`src/rtl/ram_access_ctrl_if.sv`:
```
// ram_access_ctrl_if: fetch port A, load/store port B and RAM-side signals of the RAM access controller
interface ram_access_ctrl_if #(
    parameter int dataW = 32,
    parameter int RAMAddrSize = 8
);
    logic                   AReq;
    logic [RAMAddrSize-1:0] AAddr;
    logic [dataW-1:0]       ARdata;
    logic                   AAck;
    logic                   BReq;
    logic                   BWe;
    logic [dataW/8-1:0]     BMask;
    logic [RAMAddrSize-1:0] BAddr;
    logic [dataW-1:0]       BWdata;
    logic [dataW-1:0]       BRdata;
    logic                   BAck;
    logic [RAMAddrSize-1:0] RAMAddr;
    logic [dataW-1:0]       DataIn;
    logic                   WriteControl;
    logic [dataW-1:0]       RAMOut;

    modport slave (
        input  AReq, AAddr, BReq, BWe, BMask, BAddr, BWdata, RAMOut,
        output ARdata, AAck, BRdata, BAck, RAMAddr, DataIn, WriteControl
    );

    modport master (
        output AReq, AAddr, BReq, BWe, BMask, BAddr, BWdata, RAMOut,
        input  ARdata, AAck, BRdata, BAck, RAMAddr, DataIn, WriteControl
    );
endinterface

```
`src/rtl/ram_access_ctrl.sv`:
```
// ram_access_ctrl: shares a zero-delay single-port RAM between fetch (A) and load/store (B); define RAMCTRL_FIXED_PRIO_EN to make B always win contention
module ram_access_ctrl #(
    parameter int dataW = 32,
    parameter int RAMAddrSize = 8
) (
    input logic              clock,
    input logic              reset,
    ram_access_ctrl_if.slave bus
);
    localparam int NB = dataW / 8;

    typedef enum logic [1:0] {IDLE, MERGE, RESP} state_t;

    state_t                 state;
    logic [RAMAddrSize-1:0] m_addr;
    logic [dataW-1:0]       m_data;
    logic [dataW-1:0]       merged;
    logic                   gnt_b;
    logic                   any_req;
    logic                   is_read;
    logic                   full;
    logic                   partial;

`ifdef RAMCTRL_FIXED_PRIO_EN
    assign gnt_b = bus.BReq;
`else
    logic prio;
    assign gnt_b = bus.BReq && (!bus.AReq || prio);
`endif

    assign any_req = bus.AReq || bus.BReq;
    assign is_read = !gnt_b || !bus.BWe;
    assign full    = !is_read && (&bus.BMask);
    assign partial = !is_read && (|bus.BMask) && !(&bus.BMask);

    // byte merge of store data over the current RAM word, captured at the end of the grant cycle
    always_comb begin
        merged = '0;
        for (int i = 0; i < NB; i++)
            merged[8*i +: 8] = bus.BMask[i] ? bus.BWdata[8*i +: 8] : bus.RAMOut[8*i +: 8];
    end

    // RAM drive: granted address during the grant cycle, latched merge write in MERGE, zero otherwise
    always_comb begin
        bus.RAMAddr      = '0;
        bus.DataIn       = '0;
        bus.WriteControl = 1'b0;
        if (state == MERGE) begin
            bus.RAMAddr      = m_addr;
            bus.DataIn       = m_data;
            bus.WriteControl = 1'b1;
        end else if (state == IDLE && any_req) begin
            bus.RAMAddr      = gnt_b ? bus.BAddr : bus.AAddr;
            bus.DataIn       = full ? bus.BWdata : '0;
            bus.WriteControl = full;
        end
    end

    // access sequencer: grant, optional merge write, one-cycle acknowledge
    always_ff @(posedge clock or posedge reset) begin
        if (reset) begin
            state      <= IDLE;
            m_addr     <= '0;
            m_data     <= '0;
            bus.ARdata <= '0;
            bus.BRdata <= '0;
            bus.AAck   <= 1'b0;
            bus.BAck   <= 1'b0;
`ifndef RAMCTRL_FIXED_PRIO_EN
            prio       <= 1'b0;
`endif
        end else begin
            bus.AAck <= 1'b0;
            bus.BAck <= 1'b0;
            case (state)
                IDLE: if (any_req) begin
`ifndef RAMCTRL_FIXED_PRIO_EN
                    prio <= !gnt_b;
`endif
                    if (partial) begin
                        m_addr <= bus.BAddr;
                        m_data <= merged;
                        state  <= MERGE;
                    end else begin
                        state    <= RESP;
                        bus.AAck <= !gnt_b;
                        bus.BAck <= gnt_b;
                        if (!gnt_b)
                            bus.ARdata <= bus.RAMOut;
                        else if (!bus.BWe)
                            bus.BRdata <= bus.RAMOut;
                    end
                end
                MERGE: begin
                    state    <= RESP;
                    bus.BAck <= 1'b1;
                end
                default: state <= IDLE;
            endcase
        end
    end
endmodule

```
`src/flat_wrapper.sv`:
```
// flat-port wrapper written by rule: the top's interface ports become plain ports
module ram_access_ctrl_flat 
#(
    parameter int dataW = 32,
    parameter int RAMAddrSize = 8
)
  (clock, reset, bus_AReq, bus_AAddr, bus_BReq, bus_BWe, bus_BMask, bus_BAddr, bus_BWdata, bus_RAMOut, bus_ARdata, bus_AAck, bus_BRdata, bus_BAck, bus_RAMAddr, bus_DataIn, bus_WriteControl);
  ram_access_ctrl_if #(.dataW(dataW), .RAMAddrSize(RAMAddrSize)) bus_i ();
  input logic clock;
  input logic reset;
  input wire logic [$bits(bus_i.AReq)-1:0] bus_AReq;
  input wire logic [$bits(bus_i.AAddr)-1:0] bus_AAddr;
  input wire logic [$bits(bus_i.BReq)-1:0] bus_BReq;
  input wire logic [$bits(bus_i.BWe)-1:0] bus_BWe;
  input wire logic [$bits(bus_i.BMask)-1:0] bus_BMask;
  input wire logic [$bits(bus_i.BAddr)-1:0] bus_BAddr;
  input wire logic [$bits(bus_i.BWdata)-1:0] bus_BWdata;
  input wire logic [$bits(bus_i.RAMOut)-1:0] bus_RAMOut;
  output wire logic [$bits(bus_i.ARdata)-1:0] bus_ARdata;
  output wire logic [$bits(bus_i.AAck)-1:0] bus_AAck;
  output wire logic [$bits(bus_i.BRdata)-1:0] bus_BRdata;
  output wire logic [$bits(bus_i.BAck)-1:0] bus_BAck;
  output wire logic [$bits(bus_i.RAMAddr)-1:0] bus_RAMAddr;
  output wire logic [$bits(bus_i.DataIn)-1:0] bus_DataIn;
  output wire logic [$bits(bus_i.WriteControl)-1:0] bus_WriteControl;
  assign bus_i.AReq = bus_AReq;
  assign bus_i.AAddr = bus_AAddr;
  assign bus_i.BReq = bus_BReq;
  assign bus_i.BWe = bus_BWe;
  assign bus_i.BMask = bus_BMask;
  assign bus_i.BAddr = bus_BAddr;
  assign bus_i.BWdata = bus_BWdata;
  assign bus_i.RAMOut = bus_RAMOut;
  assign bus_ARdata = bus_i.ARdata;
  assign bus_AAck = bus_i.AAck;
  assign bus_BRdata = bus_i.BRdata;
  assign bus_BAck = bus_i.BAck;
  assign bus_RAMAddr = bus_i.RAMAddr;
  assign bus_DataIn = bus_i.DataIn;
  assign bus_WriteControl = bus_i.WriteControl;
  ram_access_ctrl #(.dataW(dataW), .RAMAddrSize(RAMAddrSize)) u_core (.clock(clock), .reset(reset), .bus(bus_i));
endmodule
```
`config.mk`:
```
export PLATFORM = sky130hd
export DESIGN_NAME = ram_access_ctrl_flat
export DESIGN_NICKNAME = d
export VERILOG_FILES = /design/src/rtl/ram_access_ctrl_if.sv /design/src/rtl/ram_access_ctrl.sv /design/src/flat_wrapper.sv
export SDC_FILE = /design/constraint.sdc
export NUM_CORES = 1
export LEC_CHECK = 0
export ABC_AREA = 1
export CAP_MARGIN = 25
export CORE_AREA = 3 3 103 105
export CTS_CLUSTER_SIZE = 28
export DETAILED_ROUTE_END_ITERATION = 8
export DIE_AREA = 0 0 106 108
export DONT_BUFFER_PORTS = 1
export PLACE_DENSITY = 0.69
export SLEW_MARGIN = 15
export SYNTH_ARGS = -nofsm -noshare
export SYNTH_HDL_FRONTEND = slang
export SYNTH_SLANG_ARGS = --single-unit
```
`constraint.sdc`:
```
create_clock -name clock -period 4.1 [get_ports clock]
set_clock_uncertainty 0.1 [all_clocks]
set_input_delay 0.41 -clock clock [delete_from_list [all_inputs] [get_ports clock]]
set_output_delay 0.41 -clock clock [all_outputs]
set_load 0.01 [all_outputs]
```
==> flow_summary.toml <==
[clock_network]
htreeDepth = 3
path_clk_slew_ns = 0.10
root_buffer = "clkbuf_8"
post_cts_buffers = 0
cts_buffers = 9
cts_hold_buf = 0
cts_tree = "done"
cts-resized-gates = 0
clk_path_buf_depth = 2
cts_num_sinks = 109
insertion_delay_ns = 0.37

[setup_path]
crit_fanout = 17
crit_arrival_ns = 2.25
worstPathRequired_ns = 3.59
critical_path.startpoint_type = "flip-flop"
crit_type = "reg2out"
endpoint_kind = "output pin"

[yosys]
synthDominantCellAreaShare_pct = 51.6
yosys.area_share.simple_pct = 33.8
yosys-top-cells-area = "dfrtp_1 (52%), nand2_1 (24%), nand3_1 (8.3%)"
synth_xor_area_share_pct = 0
synth_nets = 793
synth_area_sq_um = 5290
yosysSeqAreaShare_pct = 51.6
postSynthAreaPerCell_sq_um = 7.51
synth_top_family_by_area = "simple AND/OR/NAND/NOR gates"
synthesis.instances = 704
yosys_warnings = 0
yosysTopAreaCell = "dfrtp_1"
ys_ff_latch = 109
synth_fa_ha_area_share_pct = 0
synth_compound_area_share_pct = 6.24
synthMuxAreaShare_pct = 0
ys_types = 16

[pwr]
irDropWorstVdd_mv = 0.334
leakage_nw = 2.99
power_per_cell_area_nw_per_um2 = 617

[sta]
period_needed_ns = 2.76
whs_ns = 0.0482
final_max_slew_viol_count = 0
setup_violations = 0
timing.fmax_ghz = 0.363
fin_ws_ns = 1.34
worst_pin_slew_ns = 0.960
rsz0062_at_grt = "no"
relSlewSlack_pct = 35.8
setup_tns_ns = 0
finalHoldViolCount = 0
min_period_over_period_pct = 67.2

[place]
post-place-ws_ns = 1.48
numPortBuffers = 0
dp_hpwl_um = 9350
gp_congestion = 0.795

[global_route]
grt_pass1_wl_um = 22400
antenna_found_initial = 0
grt_usage_pct = 24.5
gr-total-overflow = 0
grt_pass1_vias = 4349
grt_max_degree = 82

[floorplan]
ioPinCount = 196
core_area_sq_um = 9730
die_h_um = 108
rows = 36
dieArea_sq_um = 11400
dieWidth_um = 106
initial_core_util_pct = 54.4

[finish]
antenna_cells = 0
fillers = 957
final_cell_mix = "nand2_1 (337), dfrtp_1 (109), nand3_1 (88), o21ai_0 (50), inv_1 (42)"
final_util_pct = 56.3
drive_above_1_share_pct = 4.98
layout_commonest_cell = "nand2_1"
finalNetCount = 767
areaGrowthSynthToFinish_pct = 3.55

[routing]
drt_iter0_markers = 316
vias_per_cell = 5.51
wl_per_cell_um = 16.9
finalWirelength_um = 13800
drc = 0
vias = 4493
firstDrtPassIters = 5
antenna_left = 0

[min_path]
holdCritPathClass = "in2reg"

[run_status]
status = "finished clean"

[job]
maxCapViolations = 0
==> report_power, final <==
part | internal, mW | switching [mW] | total [mW]
combinational | 0.239 | 0.456 | 0.695
sequential | 1.56 | 0.460 | 2.02
clock | 0.299 | 0.368 | 0.667
==> sequential cells by signal, indices dropped and copies added, names as in the netlist <==
| name | count |
|---|---|
| u_core.bus.BRdata | 32 |
| u_core.m_addr | 8 |
| u_core.prio | 1 |
| u_core.bus.ARdata | 32 |
| u_core.state | 2 |
| u_core.bus.BAck | 1 |
| u_core.bus.AAck | 1 |
| u_core.m_data | 32 |
==> kinds of logic after synthesis <==
kind of cell           count (synthesis)
buffers and inverters                 89
DFF                                  109
AOI/OAI and AO/OA                     66
and+or+nand+nor                      440
==> critical path, cell delays in order (launching register included) <==
cell and delay [ns]:
dfrtp_1 0.34, inv_1 0.05, nand2_1 0.07, nand3_1 0.17, nor2_2 0.63, buf_4 0.36, nand3_1 0.10, nand2_1 0.15
==> cell type report <==
cell class	instances	area [sq um]	area share, %
multi-input cells	506	2130	39.0
clock buffers	10	138	2.51
clock inverters	6	61.3	1.12
inverters	44	168	3.06
flip-flops and latches	109	2730	49.8
well taps	133	166	3.04
repair buffers	8	82.6	1.51
==> stage by stage <==
step                      cells  area, sq um  power [mW]
final                       816         5480        3.38
after global routing        816         5480        3.62
after CTS                   814         5440        3.41
after detailed placement    798         5240        2.74
after global placement      798         5240        2.69
after floorplan             704         5290        2.55
==> layer usage <==
layer / wire length (um) / global-route usage (%)
met4: 168 / 6.66
met5: 0 / 0
met2: 6690 / 40.6
met3: 1310 / 6.57
met1: 5650 / 31.9
==> worst paths after layout <==
kind | endpoint | cells past startpoint | from | slack (ns)
setup / recovery | bus_DataIn[14] | 7 | u_core.prio$_DFFE_PP0P_ | 1.34
hold reg to reg | u_core.m_data[9]$_DFFE_PP0P_ | 2 | u_core.m_data[9]$_DFFE_PP0P_ | 0.38
hold / removal | u_core.bus.BRdata[10]$_DFFE_PP0P_ | 2 | bus_RAMOut[10] | 0.05
setup reg to reg | u_core.bus.BRdata[9]$_DFFE_PP0P_ | 9 | u_core.state[1]$_DFFE_PP0P_ | 1.45
min in group asynchronous | u_core.bus.BRdata[24]$_DFFE_PP0P_ | 2 | reset | 0.37
max in group asynchronous | u_core.m_data[27]$_DFFE_PP0P_ | 4 | reset | 2.48
==> synth_stat cells <==
library cell  number
nor2_1             7
nor2_4             2
nand2_2            2
inv_2              1
o21ai_1           16
buf_4             13
buf_2             12
clkbuf_1          10
nand3_1           88
nor2_2             3
inv_1             43
nand2_1          338
o21ai_0           50
buf_6              6
dfrtp_1          109
buf_1              4
(Power assumes the default switching activity.)
